File: src/rtl/sd_spi_pkg.sv
// SD-card SPI slave shared types and constants.
// Used by the response transmitter and the data-block CRC unit.
package sd_spi_pkg;

    typedef enum logic [2:0] {
        IDLE,
        NCR,
        RESP,
        GAP,
        TOKEN,
        DATA,
        CRC,
        DONE
    } state_t;

    localparam logic [7:0]  START_TOKEN = 8'hFE;
    localparam logic [7:0]  FILL_BYTE   = 8'hFF;
    localparam logic [15:0] CRC16_POLY  = 16'h1021;

endpackage

File: src/rtl/spi_slave_transmitter_if.sv
// Request, payload and serial-line signals of the SPI response transmitter.
// slave is the transmitter side, master is the controller/host side.
interface spi_slave_transmitter_if;

    logic        io_SpiClk;
    logic        io_Cs;
    logic        io_Do;
    logic        io_RespValid;
    logic        io_RespLong;
    logic [39:0] io_RespData;
    logic        io_WithData;
    logic [31:0] io_DataBlockSize;
    logic [7:0]  io_DataByte;
    logic        io_DataValid;
    logic        io_DataReady;
    logic        io_Busy;
    logic        io_Done;
    logic        io_Aborted;
    logic        io_Underrun;

    modport slave (
        input  io_SpiClk, io_Cs, io_RespValid, io_RespLong, io_RespData,
        input  io_WithData, io_DataBlockSize, io_DataByte, io_DataValid,
        output io_Do, io_DataReady, io_Busy, io_Done, io_Aborted, io_Underrun
    );

    modport master (
        output io_SpiClk, io_Cs, io_RespValid, io_RespLong, io_RespData,
        output io_WithData, io_DataBlockSize, io_DataByte, io_DataValid,
        input  io_Do, io_DataReady, io_Busy, io_Done, io_Aborted, io_Underrun
    );

endinterface

File: src/rtl/sd_crc16_byte.sv
// Combinational CRC16-CCITT (0x1021) update of one byte, MSB first.
// No reflection and no final XOR; shared with the data-block receiver.
module sd_crc16_byte
    import sd_spi_pkg::*;
(
    input  logic [15:0] crc_in,
    input  logic [7:0]  byte_in,
    output logic [15:0] crc_out
);

    logic [15:0] c;
    logic        fb;

    always_comb begin
        c  = crc_in;
        fb = 1'b0;
        for (int i = 7; i >= 0; i--) begin
            fb = c[15] ^ byte_in[i];
            c  = {c[14:0], 1'b0};
            if (fb) c = c ^ CRC16_POLY;
        end
        crc_out = c;
    end

endmodule

File: src/rtl/spi_slave_transmitter.sv
// SD SPI response transmitter: Ncr filler, R1/R3/R7 response and an
// optional data block, shifted MSB first on DO after each SCK fall.
module spi_slave_transmitter
    import sd_spi_pkg::*;
#(
    parameter int NCR_BYTES   = 1,
    parameter int NAC_BYTES   = 1,
    parameter int SYNC_STAGES = 2
) (
    input  logic clock,
    input  logic reset,
    spi_slave_transmitter_if.slave bus
);

    localparam logic [7:0] NCR_LAST = 8'(NCR_BYTES - 1);
    localparam logic [7:0] NAC_LAST = 8'(NAC_BYTES - 1);

    logic [SYNC_STAGES-1:0] sck_sync;
    logic [SYNC_STAGES-1:0] cs_sync;
    logic sck_s, sck_d, cs_s, cs_d;
    logic sck_fall, cs_rise;

    state_t      state, state_n;
    logic [7:0]  sh;
    logic [2:0]  bit_cnt;
    logic [7:0]  byte_cnt;
    logic [31:0] rem_q;
    logic [15:0] crc_q, crc_nx;
    logic [39:0] resp_q;
    logic        long_q, with_q;
    logic [31:0] size_q;
    logic        underrun_q, aborted_q;

    logic       ld, shift, cnt_clr, cnt_inc;
    logic [7:0] ld_val;
    logic       rem_ld, rem_dec, crc_clr, crc_upd, resp_sh;
    logic       take, urun, accept, abort;
    logic [7:0] tx_byte;

    assign sck_s    = sck_sync[SYNC_STAGES-1];
    assign cs_s     = cs_sync[SYNC_STAGES-1];
    assign sck_fall = sck_d & ~sck_s;
    assign cs_rise  = ~cs_d & cs_s;

    always_ff @(posedge clock or posedge reset) begin
        if (reset) begin
            sck_sync <= '0;
            cs_sync  <= '1;
            sck_d    <= 1'b0;
            cs_d     <= 1'b1;
        end else begin
            sck_sync <= {sck_sync[SYNC_STAGES-2:0], bus.io_SpiClk};
            cs_sync  <= {cs_sync[SYNC_STAGES-2:0], bus.io_Cs};
            sck_d    <= sck_s;
            cs_d     <= cs_s;
        end
    end

    // Missing payload is replaced by filler, and the filler is what gets CRC'd
    assign tx_byte = bus.io_DataValid ? bus.io_DataByte : FILL_BYTE;

    sd_crc16_byte u_crc (
        .crc_in  (crc_q),
        .byte_in (tx_byte),
        .crc_out (crc_nx)
    );

    always_comb begin
        state_n = state;
        ld      = 1'b0;
        ld_val  = FILL_BYTE;
        shift   = 1'b0;
        cnt_clr = 1'b0;
        cnt_inc = 1'b0;
        rem_ld  = 1'b0;
        rem_dec = 1'b0;
        crc_clr = 1'b0;
        crc_upd = 1'b0;
        resp_sh = 1'b0;
        take    = 1'b0;
        urun    = 1'b0;
        accept  = 1'b0;
        abort   = 1'b0;
        if (state != IDLE && cs_rise) begin
            abort   = 1'b1;
            state_n = IDLE;
        end else begin
            unique case (state)
                IDLE: begin
                    if (bus.io_RespValid && !cs_s) begin
                        accept  = 1'b1;
                        state_n = NCR;
                    end
                end
                DONE: state_n = IDLE;
                default: begin
                    if (sck_fall && bit_cnt != 3'd7) begin
                        shift = 1'b1;
                    end else if (sck_fall) begin
                        ld = 1'b1;
                        unique case (state)
                            NCR: begin
                                if (byte_cnt == NCR_LAST) begin
                                    state_n = RESP;
                                    ld_val  = resp_q[39:32];
                                    resp_sh = 1'b1;
                                    cnt_clr = 1'b1;
                                end else begin
                                    cnt_inc = 1'b1;
                                end
                            end
                            RESP: begin
                                if (!long_q || byte_cnt == 8'd4) begin
                                    state_n = with_q ? GAP : DONE;
                                    cnt_clr = 1'b1;
                                end else begin
                                    ld_val  = resp_q[39:32];
                                    resp_sh = 1'b1;
                                    cnt_inc = 1'b1;
                                end
                            end
                            GAP: begin
                                if (byte_cnt == NAC_LAST) begin
                                    state_n = TOKEN;
                                    ld_val  = START_TOKEN;
                                    crc_clr = 1'b1;
                                end else begin
                                    cnt_inc = 1'b1;
                                end
                            end
                            TOKEN, DATA: begin
                                if ((state == TOKEN) ? (size_q != '0)
                                                     : (rem_q != '0)) begin
                                    state_n = DATA;
                                    ld_val  = tx_byte;
                                    crc_upd = 1'b1;
                                    take    = bus.io_DataValid;
                                    urun    = ~bus.io_DataValid;
                                    rem_ld  = (state == TOKEN);
                                    rem_dec = (state == DATA);
                                end else begin
                                    state_n = CRC;
                                    ld_val  = crc_q[15:8];
                                    cnt_clr = 1'b1;
                                end
                            end
                            CRC: begin
                                if (byte_cnt == 8'd0) begin
                                    ld_val  = crc_q[7:0];
                                    cnt_inc = 1'b1;
                                end else begin
                                    state_n = DONE;
                                end
                            end
                            default: ;
                        endcase
                    end
                end
            endcase
        end
    end

    always_ff @(posedge clock or posedge reset) begin
        if (reset) begin
            state      <= IDLE;
            sh         <= FILL_BYTE;
            bit_cnt    <= '0;
            byte_cnt   <= '0;
            rem_q      <= '0;
            crc_q      <= '0;
            resp_q     <= '0;
            long_q     <= 1'b0;
            with_q     <= 1'b0;
            size_q     <= '0;
            underrun_q <= 1'b0;
            aborted_q  <= 1'b0;
        end else begin
            state     <= state_n;
            aborted_q <= abort;
            if (accept) begin
                sh      <= FILL_BYTE;
                bit_cnt <= '0;
                long_q  <= bus.io_RespLong;
                with_q  <= bus.io_WithData;
                size_q  <= bus.io_DataBlockSize;
            end else if (shift) begin
                sh      <= {sh[6:0], 1'b1};
                bit_cnt <= bit_cnt + 3'd1;
            end else if (ld) begin
                sh      <= ld_val;
                bit_cnt <= '0;
            end
            // R1 is left-aligned so every response byte comes from [39:32]
            if (accept)
                resp_q <= bus.io_RespLong ? bus.io_RespData
                                          : {bus.io_RespData[7:0], 32'h0};
            else if (resp_sh)
                resp_q <= {resp_q[31:0], 8'h00};
            if (accept || cnt_clr)
                byte_cnt <= '0;
            else if (cnt_inc)
                byte_cnt <= byte_cnt + 8'd1;
            if (rem_ld)
                rem_q <= size_q - 32'd1;
            else if (rem_dec)
                rem_q <= rem_q - 32'd1;
            if (crc_clr)
                crc_q <= '0;
            else if (crc_upd)
                crc_q <= crc_nx;
            if (accept)
                underrun_q <= 1'b0;
            else if (urun)
                underrun_q <= 1'b1;
        end
    end

    assign bus.io_Do        = (state == IDLE || state == DONE) ? 1'b1 : sh[7];
    assign bus.io_Busy      = (state != IDLE);
    assign bus.io_Done      = (state == DONE) && !abort;
    assign bus.io_Aborted   = aborted_q;
    assign bus.io_DataReady = take;
    assign bus.io_Underrun  = underrun_q;

endmodule

File: src/flat_wrapper.sv
// flat-port wrapper written by rule: the top's interface ports become plain ports
module spi_slave_transmitter_flat import sd_spi_pkg::*;
#(
    parameter int NCR_BYTES   = 1,
    parameter int NAC_BYTES   = 1,
    parameter int SYNC_STAGES = 2
)
  (clock, reset, bus_io_SpiClk, bus_io_Cs, bus_io_RespValid, bus_io_RespLong, bus_io_RespData, bus_io_WithData, bus_io_DataBlockSize, bus_io_DataByte, bus_io_DataValid, bus_io_Do, bus_io_DataReady, bus_io_Busy, bus_io_Done, bus_io_Aborted, bus_io_Underrun);
  spi_slave_transmitter_if bus_i ();
  input  logic clock;
  input  logic reset;
  input wire logic [$bits(bus_i.io_SpiClk)-1:0] bus_io_SpiClk;
  input wire logic [$bits(bus_i.io_Cs)-1:0] bus_io_Cs;
  input wire logic [$bits(bus_i.io_RespValid)-1:0] bus_io_RespValid;
  input wire logic [$bits(bus_i.io_RespLong)-1:0] bus_io_RespLong;
  input wire logic [$bits(bus_i.io_RespData)-1:0] bus_io_RespData;
  input wire logic [$bits(bus_i.io_WithData)-1:0] bus_io_WithData;
  input wire logic [$bits(bus_i.io_DataBlockSize)-1:0] bus_io_DataBlockSize;
  input wire logic [$bits(bus_i.io_DataByte)-1:0] bus_io_DataByte;
  input wire logic [$bits(bus_i.io_DataValid)-1:0] bus_io_DataValid;
  output wire logic [$bits(bus_i.io_Do)-1:0] bus_io_Do;
  output wire logic [$bits(bus_i.io_DataReady)-1:0] bus_io_DataReady;
  output wire logic [$bits(bus_i.io_Busy)-1:0] bus_io_Busy;
  output wire logic [$bits(bus_i.io_Done)-1:0] bus_io_Done;
  output wire logic [$bits(bus_i.io_Aborted)-1:0] bus_io_Aborted;
  output wire logic [$bits(bus_i.io_Underrun)-1:0] bus_io_Underrun;
  assign bus_i.io_SpiClk = bus_io_SpiClk;
  assign bus_i.io_Cs = bus_io_Cs;
  assign bus_i.io_RespValid = bus_io_RespValid;
  assign bus_i.io_RespLong = bus_io_RespLong;
  assign bus_i.io_RespData = bus_io_RespData;
  assign bus_i.io_WithData = bus_io_WithData;
  assign bus_i.io_DataBlockSize = bus_io_DataBlockSize;
  assign bus_i.io_DataByte = bus_io_DataByte;
  assign bus_i.io_DataValid = bus_io_DataValid;
  assign bus_io_Do = bus_i.io_Do;
  assign bus_io_DataReady = bus_i.io_DataReady;
  assign bus_io_Busy = bus_i.io_Busy;
  assign bus_io_Done = bus_i.io_Done;
  assign bus_io_Aborted = bus_i.io_Aborted;
  assign bus_io_Underrun = bus_i.io_Underrun;
  spi_slave_transmitter #(.NCR_BYTES(NCR_BYTES), .NAC_BYTES(NAC_BYTES), .SYNC_STAGES(SYNC_STAGES)) u_core (.clock(clock), .reset(reset), .bus(bus_i));
endmodule
File: config.mk
export PLATFORM = sky130hd
export DESIGN_NAME = spi_slave_transmitter_flat
export DESIGN_NICKNAME = d
export VERILOG_FILES = /design/src/rtl/sd_spi_pkg.sv /design/src/rtl/spi_slave_transmitter_if.sv /design/src/rtl/sd_crc16_byte.sv /design/src/rtl/spi_slave_transmitter.sv /design/src/flat_wrapper.sv
export SDC_FILE = /design/constraint.sdc
export NUM_CORES = 1
export LEC_CHECK = 0
export ABC_AREA = 1
export BUFFER_PORTS_ARGS = -buffer_cell sky130_fd_sc_hd__buf_2
export CORE_MARGIN = 2
export CORE_UTILIZATION = 54
export DETAILED_ROUTE_END_ITERATION = 8
export PLACE_DENSITY_LB_ADDON = 0.05
export SKIP_LAST_GASP = 1
export SYNTH_ARGS = -nofsm -noshare
export SYNTH_HDL_FRONTEND = slang
export SYNTH_SLANG_ARGS = --single-unit
File: constraint.sdc
create_clock -name clock -period 4 [get_ports clock]
set_input_delay 0 -clock clock [delete_from_list [all_inputs] [get_ports clock]]
set_output_delay 0 -clock clock [all_outputs]
set_load 0.05 [all_outputs]
==> out/qor.csv <==
metric,value,unit
"Setup violations, final",0,
CP Class,reg -> reg,
"count leader, synth",nand2_1,
layout net count,1483,
Leak,5.77,nW
CTS Buf Count,17,
# DRC,0,
compound-cell area share of the yosys netlist,11.1,%
simple-gate area share of the yosys netlist,32.4,%
die width,133,um
# H-tree levels,4,
routed vias/inst,5.28,
worst hold path depth,6,
Synth top area share,39.2,%
Overall Global Routing Usage,28.8,%
top post-synthesis cells by count,"nand2_1 (370), inv_1 (159), dfrtp_1 (141)",
multiplexer share of the synthesized area,0,%
clock tree buffer depth,2,
dpl hpwl,16.2,mm
pwr dens,506,mW/mm2
clk root buf,clkbuf_16,
Critical Path AT,3.42,ns
Pins Over Slew Limit,0,
clk sinks,152,
Syn Inst Count,1242,
RSZ-0062 raised after global routing,false,
Die H,133,um
largest cells by area after synthesis,"dfrtp_1 (39%), nand2_1 (15%), inv_1 (6.6%), o21ai_0 (5.3%), nor2_1 (4.2%)",
gpl congestion,0.931,
largest net degree at the start of global routing,153,
Post-Place Setup Slack,0.935,ns
Rel. slew slack,25.8,%
Worst Hold Path EP,u_core.sh[2],
number of global-route vias before repair,8369,
Startpoint Class,register,
latest clock arrival within the worst-skew pair,0.44,ns
Detailed Routing Iterations Pass 1,7,
"CTS clk-pin slew, worst paths",0.07,ns
post-CTS setup buffer count,0,
post-synthesis register bit count,152,
"Seq/Total Area, Yosys",42.4,%
Synth Flop Type,dfrtp_1,
R2R Setup Slk,0.90,ns
Starting Density,54.7,%
Register-to-Register Path Depth,19,
fillers,1467,
Port Buffer Count,93,
layout cells sized above 1,15.0,%
Reg-to-Reg Start,u_core.size_q[31],
CP max FO,25,
Worst setup EP type,register,
final hold violation count,0,
largest family of logic cells by synthesized area,simple AND/OR/NAND/NOR gates,
wire per inst,15.0,um
num ports,94,
xor/xnor cell area share of the yosys netlist,3.60,%
number of flops mapped to enable cells by yosys,0,
Post-Synth Adder-Cell Area,0.694,%
cts hold-fix bufs,78,
WP data required,4.32,ns
total negative slack,0,ns
Peak VDD IR,0.433,mV
synthesized area,0.00901,mm2
Syn Nets,1335,
diode count,0,
hold crit path type,in -> reg,
post-route clock skew,0.0119,ns
Worst Max-Slew Pin Slew,1.11,ns
Initial DRC Count,661,
Vias,8563,
largest area contributor in the netlist,dfrtp_1,
Mean Syn Cell Area,7.25,um2
worst r2r dst,u_core.rem_q[20],
outcome,finished clean,
TritonCTS clock tree,built,
GRT Residual Overflow,0,
global-route wire length before repair,40.7,mm
period utilisation layout,77.4,%
initial antenna violation count,0,
Max Cap Viol,0,
Yosys cell types,44,
Core Region,0.0165,mm2
Yosys warning count,0,
post-route ant nets,0,
post-detailed-routing wire length,24.3,mm
Area Overhead vs Synth,21.4,%
row count,47,
Die Area,0.0177,mm2
Hold Startpoint,bus_io_DataByte[2],
min Tclk post-route,3.10,ns
post-CTS sizing,0,
final worst slack,0.904,ns
fmax,0.323,GHz
Post-synth ARST share,100,%
-- critical path: stages (launching register included) --
cell,delay [ns]
dfrtp_1,0.38
inv_1,0.13
nand2_1,0.06
nor2_1,0.09
nand2_1,0.06
nor2_1,0.23
nand2_2,0.34
nand3_4,0.36
nand2_1,0.11
o21ai_2,0.11
ha_1,0.29
nand2_1,0.09
nor2_2,0.16
nand2_2,0.13
nor2_2,0.16
nand2_1,0.07
nand2_1,0.06
nand2_1,0.04
nand2_1,0.05
nand2_1,0.06
-- area by class of cell --
cell class                 instances  area (um2)  share of cell area (%)
clock buffer                      18         429                    3.92
clock inverter                    14         140                    1.28
inverter                         165         624                    5.71
multi-input combinational        872        4310                    39.4
sequential                       152        3820                    34.9
tap                              220         275                    2.52
timing repair buffer             182        1340                    12.3
-- sequential cells by signal, indices dropped and copies added (netlist names) --
| name | flops |
|---|---|
| u_core.sh | 8 |
| u_core.long_q | 1 |
| u_core.cs_d | 1 |
| u_core.bit_cnt | 3 |
| u_core.bus.io_Underrun | 1 |
| u_core.rem_q | 32 |
| u_core.sck_d | 1 |
| u_core.sck_sync | 2 |
| u_core.crc_q | 16 |
| u_core.size_q | 32 |
| u_core.state | 3 |
| u_core.resp_q | 40 |
| u_core.cs_sync | 2 |
| u_core.byte_cnt | 8 |
| u_core.bus.io_Aborted | 1 |
| u_core.with_q | 1 |
-- placed cells by master, fill, tap and decap left out, types with 10 or more instances in the layout --
| master | instances |
|---|---|
| a21oi_1 | 16 |
| a31oi_1 | 13 |
| buf_2 | 93 |
| buf_4 | 10 |
| clkbuf_16 | 17 |
| dfrtp_1 | 141 |
| dfstp_2 | 11 |
| dlygate4sd3_1 | 78 |
| inv_1 | 157 |
| nand2_1 | 369 |
| nand2_2 | 15 |
| nand3_1 | 70 |
| nand4_1 | 42 |
| nor2_1 | 100 |
| nor2_2 | 14 |
| nor3_1 | 12 |
| o21ai_0 | 95 |
| o22ai_1 | 15 |
| or2_2 | 10 |
| xnor2_1 | 11 |
| xor2_1 | 26 |
-- logic make-up (layout without fill, tap and decap cells) --
kind of cell	count (synthesis)	after routing
XOR/XNOR	37	37
AO/OA/AOI/OAI	174	174
buffers and inverters	218	379
adder cells (fa/ha/maj)	5	5
flip-flops	152	152
AND/OR/NAND/NOR	656	656
-- through the flow --
step / util, % / cell area (um2) / power [mW] / hold slack (ns) / cells
floorplan: - / 9010 / 3.46 / 0.00448 / 1242
global placement: 58.2 / 9590 / 3.85 / 0.107 / 1513
detailed placement: 58.2 / 9590 / 3.89 / 0.107 / 1513
CTS: 66.4 / 10900 / 5.55 / 0.0718 / 1623
global route: 66.4 / 10900 / 5.90 / 0.117 / 1623
finish: 66.4 / 10900 / 5.54 / 0.0812 / 1623
-- metal layers --
layer  global-route usage (%)  share of wire (%)
met4                     10.9                2.9
met5                        0                  0
met2                     48.0                 48
met3                     4.91                4.5
met1                     38.0                 45
-- worst max path at each step --
stage / from / endpoint / cells after the start
2_1_floorplan: u_core.state[0] / u_core.rem_q[20] / 18
3_3_place_gp: u_core.size_q[31] / u_core.rem_q[20] / 19
3_5_place_dp: u_core.size_q[31] / u_core.rem_q[20] / 19
4_1_cts: u_core.size_q[31] / u_core.rem_q[20] / 19
5_1_grt: u_core.size_q[8] / u_core.rem_q[20] / 19
6_report: u_core.size_q[31] / u_core.rem_q[20] / 19
-- power by group --
| group | internal, mW | switching, mW | total, mW | leakage, nW |
|---|---|---|---|---|
| Clock | 0.872 | 0.716 | 1.59 | 0.268 |
| Combinational | 0.604 | 1.10 | 1.71 | 3.64 |
| Sequential | 2.03 | 0.212 | 2.24 | 1.87 |
Power figures use the tool's default switching activity.
